$ cat src/rtl/red_pitaya_sort_sched_pkg.sv
// rtl/red_pitaya_sort_sched_pkg.sv - register map, ctrl bit indices and reset defaults for the sort scheduler
package red_pitaya_sort_sched_pkg;

  // Register offsets within the module's 20-bit window
  localparam logic [19:0] REG_CTRL    = 20'h00;
  localparam logic [19:0] REG_DELAY   = 20'h04;
  localparam logic [19:0] REG_PULSE   = 20'h08;
  localparam logic [19:0] REG_STATUS  = 20'h10;
  localparam logic [19:0] REG_FIRED   = 20'h14;
  localparam logic [19:0] REG_DROPPED = 20'h18;
  localparam logic [19:0] REG_MERGED  = 20'h1C;

  // ctrl register bits
  localparam int CTRL_EN_BIT  = 0;
  localparam int CTRL_CLR_BIT = 1;

  // status register bits above the occupancy field
  localparam int STATUS_FULL_BIT = 16;
  localparam int STATUS_GATE_BIT = 17;

  // Reset defaults, in ADC clock cycles
  localparam int DELAY_RST = 125;
  localparam int PULSE_RST = 125;

endpackage

$ cat src/rtl/red_pitaya_sort_sched_fifo.sv
// rtl/red_pitaya_sort_sched_fifo.sv - synchronous FIFO of pending absolute fire times
module sort_sched_fifo #(
  parameter int AW = 3,
  parameter int DW = 32
) (
  input  logic          clk_i,
  input  logic          rstn_i,
  input  logic          push_i,
  input  logic          pop_i,
  input  logic          flush_i,
  input  logic [DW-1:0] data_i,
  output logic [DW-1:0] data_o,
  output logic [AW:0]   count_o,
  output logic          full_o,
  output logic          empty_o
);

  localparam int DEPTH = 1 << AW;
  localparam logic [AW:0] PTR_ONE = (AW+1)'(1);

  logic [DW-1:0] mem_q [DEPTH];
  logic [AW:0]   wptr_q, wptr_d;
  logic [AW:0]   rptr_q, rptr_d;
  logic          do_push;
  logic          do_pop;

  // Extra pointer MSB distinguishes full from empty when the indices match
  assign empty_o = (wptr_q == rptr_q);
  assign full_o  = (wptr_q[AW] != rptr_q[AW]) && (wptr_q[AW-1:0] == rptr_q[AW-1:0]);
  assign count_o = wptr_q - rptr_q;
  assign data_o  = mem_q[rptr_q[AW-1:0]];

  // A pop in the same cycle frees the slot, so a push into a full FIFO is still accepted
  assign do_pop  = pop_i && !empty_o;
  assign do_push = push_i && (!full_o || do_pop);

  // Pointer next-state; flush discards everything including a same-cycle push
  always_comb begin
    wptr_d = wptr_q;
    rptr_d = rptr_q;
    if (flush_i) begin
      wptr_d = '0;
      rptr_d = '0;
    end else begin
      if (do_push) wptr_d = wptr_q + PTR_ONE;
      if (do_pop)  rptr_d = rptr_q + PTR_ONE;
    end
  end

  // Pointer registers
  always_ff @(posedge clk_i or negedge rstn_i) begin
    if (!rstn_i) begin
      wptr_q <= '0;
      rptr_q <= '0;
    end else begin
      wptr_q <= wptr_d;
      rptr_q <= rptr_d;
    end
  end

  // Storage array; contents are only meaningful between the pointers
  always_ff @(posedge clk_i) begin
    if (do_push && !flush_i) mem_q[wptr_q[AW-1:0]] <= data_i;
  end

endmodule

$ cat src/rtl/red_pitaya_sort_sched.sv
// rtl/red_pitaya_sort_sched.sv - turns sort triggers into delayed fixed-length HV gates and ASG start strobes
module red_pitaya_sort_sched
  import red_pitaya_sort_sched_pkg::*;
#(
  parameter int QAW = 3,
  parameter int TW  = 32
) (
  input  logic        adc_clk_i,
  input  logic        adc_rstn_i,
  input  logic        sort_trig_i,
  output logic        gate_o,
  output logic        asg_trig_o,
  input  logic [31:0] sys_addr,
  input  logic [31:0] sys_wdata,
  input  logic [3:0]  sys_sel,
  input  logic        sys_wen,
  input  logic        sys_ren,
  output logic [31:0] sys_rdata,
  output logic        sys_err,
  output logic        sys_ack
);

  localparam logic [TW-1:0] ONE = TW'(1);

  logic [19:0]   addr;
  logic          trig_q, trig_prev_q;
  logic [TW-1:0] now_q;
  logic          enable_q;
  logic [TW-1:0] delay_q, pulse_q;
  logic [TW-1:0] cnt_q, cnt_d;
  logic          asg_q;
  logic [TW-1:0] fired_q, fired_d;
  logic [TW-1:0] dropped_q, dropped_d;
  logic [TW-1:0] merged_q, merged_d;
  logic          ack_q;
  logic [31:0]   rdata_q, rd_mux;

  logic          edge_det, clear, flush, push, pop, drop, due;
  logic [TW-1:0] head, since_head, len_load;
  logic [QAW:0]  occ;
  logic          full, empty;
  logic          unused_bus;

  assign addr       = sys_addr[19:0];
  assign unused_bus = ^{sys_sel, sys_addr[31:20]};

  assign edge_det = trig_q && !trig_prev_q;
  assign clear    = sys_wen && (addr == REG_CTRL) && sys_wdata[CTRL_CLR_BIT];
  assign flush    = !enable_q || clear;
  assign push     = edge_det && enable_q && !clear;

  // Wrap-safe due test: head is due once now has reached it (difference below half range)
  assign since_head = now_q - head;
  assign due        = !since_head[TW-1];
  assign pop        = enable_q && !clear && !empty && due;
  assign drop       = push && full && !pop;
  assign len_load   = (pulse_q == '0) ? ONE : pulse_q;

  assign gate_o     = (cnt_q != '0);
  assign asg_trig_o = asg_q;
  assign sys_rdata  = rdata_q;
  assign sys_ack    = ack_q;
  assign sys_err    = 1'b0;

  // Fire time is the timestamp at the push edge plus the programmed delay
  sort_sched_fifo #(
    .AW (QAW),
    .DW (TW)
  ) u_fifo (
    .clk_i   (adc_clk_i),
    .rstn_i  (adc_rstn_i),
    .push_i  (push),
    .pop_i   (pop),
    .flush_i (flush),
    .data_i  (now_q + ONE + delay_q),
    .data_o  (head),
    .count_o (occ),
    .full_o  (full),
    .empty_o (empty)
  );

  // Timestamp and trigger input synchroniser / edge history
  always_ff @(posedge adc_clk_i or negedge adc_rstn_i) begin
    if (!adc_rstn_i) begin
      now_q       <= '0;
      trig_q      <= 1'b0;
      trig_prev_q <= 1'b0;
    end else begin
      now_q       <= now_q + ONE;
      trig_q      <= sort_trig_i;
      trig_prev_q <= trig_q;
    end
  end

  // Gate length counter and event counters; clear leaves an active gate running
  always_comb begin
    cnt_d     = cnt_q;
    fired_d   = fired_q;
    dropped_d = dropped_q;
    merged_d  = merged_q;
    if (!enable_q)          cnt_d = '0;
    else if (pop)           cnt_d = len_load;
    else if (cnt_q != '0)   cnt_d = cnt_q - ONE;
    if (clear) begin
      fired_d   = '0;
      dropped_d = '0;
      merged_d  = '0;
    end else begin
      if (pop)                       fired_d   = fired_q + ONE;
      if (pop && gate_o)             merged_d  = merged_q + ONE;
      if (drop && (dropped_q != '1)) dropped_d = dropped_q + ONE;
    end
  end

  // Gate state and counter registers
  always_ff @(posedge adc_clk_i or negedge adc_rstn_i) begin
    if (!adc_rstn_i) begin
      cnt_q     <= '0;
      asg_q     <= 1'b0;
      fired_q   <= '0;
      dropped_q <= '0;
      merged_q  <= '0;
    end else begin
      cnt_q     <= cnt_d;
      asg_q     <= pop;
      fired_q   <= fired_d;
      dropped_q <= dropped_d;
      merged_q  <= merged_d;
    end
  end

  // Writable configuration registers; unmapped writes fall through
  always_ff @(posedge adc_clk_i or negedge adc_rstn_i) begin
    if (!adc_rstn_i) begin
      enable_q <= 1'b0;
      delay_q  <= TW'(DELAY_RST);
      pulse_q  <= TW'(PULSE_RST);
    end else if (sys_wen) begin
      case (addr)
        REG_CTRL:  enable_q <= sys_wdata[CTRL_EN_BIT];
        REG_DELAY: delay_q  <= TW'(sys_wdata);
        REG_PULSE: pulse_q  <= TW'(sys_wdata);
        default:   ;
      endcase
    end
  end

  // Read decode; clear bit always reads back as 0
  always_comb begin
    rd_mux = '0;
    case (addr)
      REG_CTRL:    rd_mux[CTRL_EN_BIT] = enable_q;
      REG_DELAY:   rd_mux = 32'(delay_q);
      REG_PULSE:   rd_mux = 32'(pulse_q);
      REG_STATUS: begin
        rd_mux[QAW:0]           = occ;
        rd_mux[STATUS_FULL_BIT] = full;
        rd_mux[STATUS_GATE_BIT] = gate_o;
      end
      REG_FIRED:   rd_mux = 32'(fired_q);
      REG_DROPPED: rd_mux = 32'(dropped_q);
      REG_MERGED:  rd_mux = 32'(merged_q);
      default:     rd_mux = '0;
    endcase
  end

  // Single-cycle acknowledge with registered read data
  always_ff @(posedge adc_clk_i or negedge adc_rstn_i) begin
    if (!adc_rstn_i) begin
      ack_q   <= 1'b0;
      rdata_q <= '0;
    end else begin
      ack_q   <= sys_wen || sys_ren;
      rdata_q <= sys_ren ? rd_mux : 32'd0;
    end
  end

endmodule
$ cat config.mk
export PLATFORM = sky130hd
export DESIGN_NAME = red_pitaya_sort_sched
export DESIGN_NICKNAME = d
export VERILOG_FILES = /design/src/rtl/red_pitaya_sort_sched_pkg.sv /design/src/rtl/red_pitaya_sort_sched_fifo.sv /design/src/rtl/red_pitaya_sort_sched.sv
export SDC_FILE = /design/constraint.sdc
export NUM_CORES = 1
export LEC_CHECK = 0
export CAP_MARGIN = 10
export CORE_MARGIN = 10
export CORE_UTILIZATION = 35
export CTS_CLUSTER_SIZE = 16
export DETAILED_ROUTE_END_ITERATION = 6
export PLACE_DENSITY = 0.56
export SLEW_MARGIN = 25
export SYNTH_ARGS = -nofsm -noshare
export SYNTH_HDL_FRONTEND = slang
export SYNTH_SLANG_ARGS = --single-unit
$ cat constraint.sdc
create_clock -name adc_clk_i -period 7.15 [get_ports adc_clk_i]
set_clock_uncertainty 0.1 [all_clocks]
set_input_delay 2.145 -clock adc_clk_i [delete_from_list [all_inputs] [get_ports adc_clk_i]]
set_output_delay 2.145 -clock adc_clk_i [all_outputs]
set_load 0.005 [all_outputs]
==> run metrics, run 1 <==
setup bufs post-CTS=0; power per cell area=299.2 nW/µm²; vias per std cell=5.394; Worst Setup End Kind=primary output; setup slack, reg-to-reg=roughly 1.1 ns; async set-or-reset flop fraction in the synthesized netlist=51.24%; RSZ-0062 raised after global routing=false; clock-pin slew on the worst setup and hold paths=roughly 0.060 ns; Worst R2R Path Depth=15; vias post-DR=16880; Post-DP Area=~27000 µm²; worst hold stages=1; Netlist Area Pre-Place=25370 µm²; syn_area_per_cell=12.40 µm²; GR Util All Layers=16.23%; total grt overflow=0; Hold Path Class=reg2reg; Placer Congestion=roughly 0.85; initial antenna violation count=0; crit start category=flop; Starting DRT DRC Count=1618; Ports=109; Total Wirelength=68.29 mm; Port-buffer cells=91; final period utilization=between 80 and 90%; peak supply drop=~0.0004 V; Crit Reg-Reg Startpoint=u_fifo.rptr_q[0]; CTS Sinks=525; NumNets Final=2281; Data arrival, critical path=3.99 ns; Final Hold Vio Count=0; status=finished clean; CTS root buf=clkbuf_16; FP Rows=98; vias in the first global route=17060; Seq/Total Area, Yosys=56.88%; CTS Buf Count=between 50 and 60; Worst Min Path Start=merged_q[21]; htree depth=2; Worst Tran Pin Value=0.9996 ns; wire length per cell=21.82 µm; Worst Path Max Fanout=8; number of synthesized register bits=525; DIE AREA=83670 µm²; DR DRC count=0; Final ANT Viol Nets=0; HPWL after detailed placement=~48 mm; first-pass GRT wire length=~110 mm; WP data required=4.91 ns; Min-Delay Endpoint=merged_q[21]; number of warning messages in the yosys log=0; endpoints failing setup=0; critical path class=reg2out; CTS tree=yes; EDFF count, synth=between 200 and 300; Tot Pwr=just under 9 mW; FF-to-FF End=merged_q[21]; fmax=160.3 MHz; Layout area overhead=16.01%; Die Wd=289.3 µm; largest net degree at the start of global routing=151; diode count=0; clk_lat worst skew=0.62 ns; Rel. slew slack=33.29%; Max Slew Vio Count=0; Max-cap violations=0; count of different cell masters after synthesis=71; Pre-antenna DRT Iters=5; Post-synth top flop=dfrtp_1; post-route cell area=29440 µm²; leakage=12.03 nW; minimum clock period=between 6 and 7 ns; # resized after CTS=0; Starting Density=between 30% and 40%; synthesized instance count=2047; Syn Nets=~2200; Sum Neg Setup Slack=0 ns; hold buffer count at cts=0; Placeable Area=71730 µm²; fraction of layout cells with a size suffix above 1=roughly 14%; CTS max path bufs=3; die height=289.3 µm
## kinds of logic (layout without fill, tap and decap cells)
group / Yosys count / count (layout) / share of synthesized area (%)
buf+inv: 134 / 266 / 2.081
flops: 525 / 525 / 56.88
other cells: 1 / 1 / 0.01478
mux: 232 / 232 / 12.62
xor+xnor: 169 / 169 / 5.833
fa+ha+maj: 73 / 73 / 3.659
simple gates: 659 / 659 / 12.89
compound gates: 254 / 254 / 6.016
## synth_stat cells, types with 63 or more instances
cell type / count / area share (%)
dfrtp_1: 257 / 25
edfxtp_1: 256 / 30
nor2_1: 206 / 3.0
nand2_1: 122 / 1.8
mux2i_1: 104 / 4.1
a21oi_1: 98 / 1.9
nand3_1: 86 / 1.7
xnor2_1: 86 / 3.0
xor2_1: 83 / 2.9
ha_1: 71 / 3.5
clkbuf_1: 69 / 1.0
nand4_1: 67 / 1.7
mux2_2: 64 / 2.8
mux4_2: 64 / 5.7
o21ai_0: 63 / 1.2
## layer usage
layer / routed length [µm] / vias to the layer above / part of all wire (%) / GRT usage [%]
li1: - / 7754 / - / -
met5: 0 / - / 0 / 0
met4: 1525 / 0 / 2.2 / 4.534
met2: 31260 / 432 / 46 / 25.23
met3: 3648 / 81 / 5.3 / 2.515
met1: 31850 / 8611 / 47 / 23.22
## layout make-up
| type | instances | area, µm² |
|---|---|---|
| Fill cell | 6742 | 42290 |
| Sequential cell | 525 | 14440 |
| Multi-Input combinational cell | 1388 | 10500 |
| Clock buffer | 75 | 1575 |
| Timing Repair Buffer | 129 | 1236 |
| Tap cell | 950 | 1189 |
| Clock inverter | 25 | 355.3 |
| Inverter | 37 | 138.9 |
## how the worst max path moves through the flow
stage                     slack, ns        startpoint  cells past startpoint                   to
after floorplan                1.22  u_fifo.rptr_q[0]                     16   u_fifo.mem_q[5][0]
after global placement         0.83  u_fifo.rptr_q[0]                     14  u_fifo.mem_q[2][30]
after detailed placement       0.99  u_fifo.rptr_q[0]                     15         merged_q[21]
after CTS                      0.88          cnt_q[0]                      8               gate_o
after global routing           0.75  u_fifo.rptr_q[0]                     15         merged_q[21]
final                          0.91          cnt_q[0]                      8               gate_o
## layout by cell type, fill, tap and decap left out, types with 9 or more instances in the layout
| cell | count |
|---|---|
| o21a_1 | 9 |
| a21oi_1 | 98 |
| nor2_1 | 197 |
| a21o_1 | 26 |
| mux2i_1 | 103 |
| nand4_1 | 67 |
| inv_1 | 35 |
| clkinv_2 | 11 |
| dfrtp_1 | 255 |
| mux2_2 | 64 |
| xnor2_1 | 85 |
| nand3_1 | 86 |
| and4_1 | 9 |
| buf_4 | 36 |
| clkdlybuf4s50_1 | 89 |
| nand2b_1 | 9 |
| nand2_1 | 122 |
| bufinv_16 | 9 |
| dfstp_2 | 12 |
| a211oi_1 | 9 |
| edfxtp_1 | 256 |
| clkbuf_1 | 11 |
| ha_1 | 71 |
| o21ai_0 | 62 |
| or3_1 | 16 |
| mux4_2 | 64 |
| xor2_1 | 83 |
| clkbuf_16 | 58 |
| and3_1 | 27 |
| nor4_1 | 30 |
| nor3_1 | 34 |
## per-stage QoR
stage | worst slack (ns) | instances | utilization (%) | hold slack (ns)
floorplan | 1.215 | 2047 | - | 0.2677
global placement | 0.8316 | 3029 | 38.33 | 0.3814
detailed placement | 0.9900 | 3029 | 38.33 | 0.3985
CTS | 0.8834 | 3129 | 41.03 | 0.4167
global route | 0.7479 | 3129 | 41.04 | 0.4367
finish | 0.9130 | 3129 | 41.04 | 0.4116
## registers in the layout (all words and copies together) (netlist names)
signal / cells
u_fifo.mem_q: 256
now_q: 32
u_fifo.wptr_q: 4
fired_q: 32
asg_trig_o: 1
merged_q: 32
enable_q: 1
trig_q: 1
delay_q: 32
u_fifo.rptr_q: 4
trig_prev_q: 1
sys_ack: 1
dropped_q: 32
cnt_q: 32
pulse_q: 32
sys_rdata: 32
## power breakdown
group | total, mW | switching (mW) | internal (mW)
Clock | 3.07 | 1.21 | 1.86
Sequential | 3.63 | 0.255 | 3.38
Combinational | 2.11 | 1.23 | 0.882
Total | 8.81 | 2.69 | 6.12
## worst max-delay path, stage by stage (launching register included)
cell and delay, ns:
dfrtp_1 0.40, inv_1 0.10, ha_1 0.19, or3b_1 0.42, or4_4 0.60, nor3_1 0.20, and3_1 0.57, inv_1 0.33
clkdlybuf4s50_1 0.54
Power figures use the tool's default switching activity.
==> inputs of run 2 (changes only) <==
Settings changed: SLEW_MARGIN 25 to default.
==> run metrics, run 2 (synthesis gave the netlist of run 1 again) <==
setup slack, reg-to-reg=0.97 ns (-0.10 ns); Worst Path Max Fanout=8 (unchanged); Max-cap violations=0 (unchanged); Worst Setup End Kind=primary output; Psw=2.682 mW (-0.28%); commonest non-fill, non-tap cell in the layout=edfxtp_1; DR DRC count=0 (unchanged); htree depth=2 (unchanged); Non-Filler Instances=3131 (+0.064%); Min-Delay Endpoint=merged_q[21]; fillers=6713 (-0.43%); endpoints failing setup=0 (unchanged); total grt overflow=0 (unchanged); peak supply drop=0.0002877 V (-28%); diode count=0 (unchanged); FP Rows=98 (unchanged); Data arrival, critical path=3.96 ns (-0.03 ns); Placeable Area=71730 µm² (unchanged); vias in the first global route=17220 (+0.97%); Die Wd=289.3 µm (unchanged); # resized after CTS=0 (unchanged); largest net degree at the start of global routing=151 (unchanged); setup bufs post-CTS=0 (unchanged); Tot Pwr=8.786 mW (-0.25%); initial antenna violation count=0 (unchanged); sw frac=30.52% (about the same); clock-pin slew on the worst setup and hold paths=0.06 ns (about the same); Crit Reg-Reg Startpoint=u_fifo.rptr_q[0]; Starting Density=35.37% (unchanged); DIE AREA=83670 µm² (unchanged); Final Hold Vio Count=0 (unchanged); status=finished clean; first element of the critical path=cnt_q[0]; crit start category=flop; Internal Power=6.104 mW (-0.23%); CTS max path bufs=3 (unchanged); CTS root buf=clkbuf_16; Layout area overhead=15.93% (about the same); worst hold stages=1 (unchanged); hold buffer count at cts=0 (unchanged); GR Util All Layers=16.32% (+0.089 points); max reg flops=256 (unchanged); Sum Neg Setup Slack=0 ns (unchanged); Port-buffer cells=91 (unchanged); minimum clock period=6.205 ns (-0.03182 ns); final period utilization=86.79% (-0.45 points); Pre-antenna DRT Iters=5 (unchanged); Final WS setup=0.9449 ns (+0.03182 ns); Hold Path Class=reg2reg; Clock power frac=34.7% (about the same); most frequent cells in the layout=edfxtp_1 (256), dfrtp_1 (255), nor2_1 (197), nand2_1 (122), mux2i_1 (103); WP data required=4.91 ns (about the same); Starting DRT DRC Count=1357 (-16%); CTS tree=yes; critical path class=reg2out; Rel. slew slack=17.51% (-16 points); pre-CTS setup slack=0.8069 ns (-0.1832 ns); fmax=161.2 MHz (+0.51%); dpl cells=3029 (unchanged); RSZ-0062 raised after global routing=false; FF-to-FF End=u_fifo.mem_q[1][25]; Worst Min Path Start=merged_q[21]; clk_lat worst skew=0.61 ns (about the same); Seq pwr share=41.4% (+0.2 points); wire length per cell=21.89 µm (+0.29%); die height=289.3 µm (unchanged); Final Hold Slack=0.4167 ns (+0.005024 ns); HPWL after detailed placement=47.84 mm (about the same); leakage=12.01 nW (about the same); Max Slew Vio Count=0 (unchanged); Worst R2R Path Depth=13 (-2); Worst Tran Pin Value=1.237 ns (+0.2377 ns); CTS Buf Count=56 (+3.7%); fraction of layout cells with a size suffix above 1=13.66% (-0.33 points); vias per std cell=5.405 (+0.20%); CTS Sinks=525 (unchanged); Total Wirelength=68.52 mm (+0.35%); Final ANT Viol Nets=0 (unchanged); logic gate share of total power=24.0% (about the same); vias post-DR=16920 (+0.27%); NumNets Final=2283 (+0.088%); power per cell area=298.7 nW/µm² (-0.18%); Ports=109 (unchanged); first-pass GRT wire length=105.7 mm (+0.67%); Placer Congestion=0.8534 (unchanged)
run 2: layout make-up:
| type | instances | area (µm²) | area share, % |
|---|---|---|---|
| tap | 950 | 1189 | 4.041 |
| inverter | 37 | 138.9 | 0.4721 |
| multi-input combinational | 1388 | 10490 | 35.67 |
| clock buffer | 74 | 1560 | 5.304 |
| timing repair buffer | 129 | 1236 | 4.202 |
| sequential | 525 | 14440 | 49.08 |
| clock inverter | 28 | 360.3 | 1.225 |
run 2: critical path, stage by stage (launching register included):
cell and delay [ns]:
dfrtp_1 0.40, inv_1 0.11, ha_1 0.19, or3b_1 0.42
or4_4 0.60, nor3_1 0.19, and3_1 0.56, inv_1 0.33
clkdlybuf4s50_1 0.54
run 2: power by group through the flow:
stage	clock network (mW)	registers (mW)	logic [mW]
final	3.05	3.63	2.11
after detailed placement	0	3.69	2.12
after CTS	3.12	3.63	2.13
after global placement	0	3.68	2.09
after global routing	3.23	3.67	2.31
after floorplan	0	3.56	1.53
run 2: worst max path at each step:
stage	cells past startpoint	endpoint
3_3_place_gp	14	u_fifo.mem_q[2][30]
5_1_grt	14	u_fifo.mem_q[2][30]
3_5_place_dp	14	u_fifo.mem_q[0][27]
4_1_cts	14	u_fifo.mem_q[0][17]
2_1_floorplan	16	u_fifo.mem_q[5][0]
6_report	8	gate_o
run 2: through the flow:
step | utilization (%) | instance area (µm²)
CTS | 41.01 | 29420
global route | 41.01 | 29420
finish | 41.01 | 29420
detailed placement | 38.33 | 27500
floorplan | - | 25370
global placement | 38.33 | 27500
run 2: metal layers:
metal / vias to the layer above / track usage, % / part of all wire [%]
met5: - / 0 / 0
met4: 0 / 4.547 / 2.4
met3: 104 / 2.562 / 5.5
met2: 460 / 25.48 / 46
met1: 8599 / 23.23 / 46
li1: 7760 / - / -
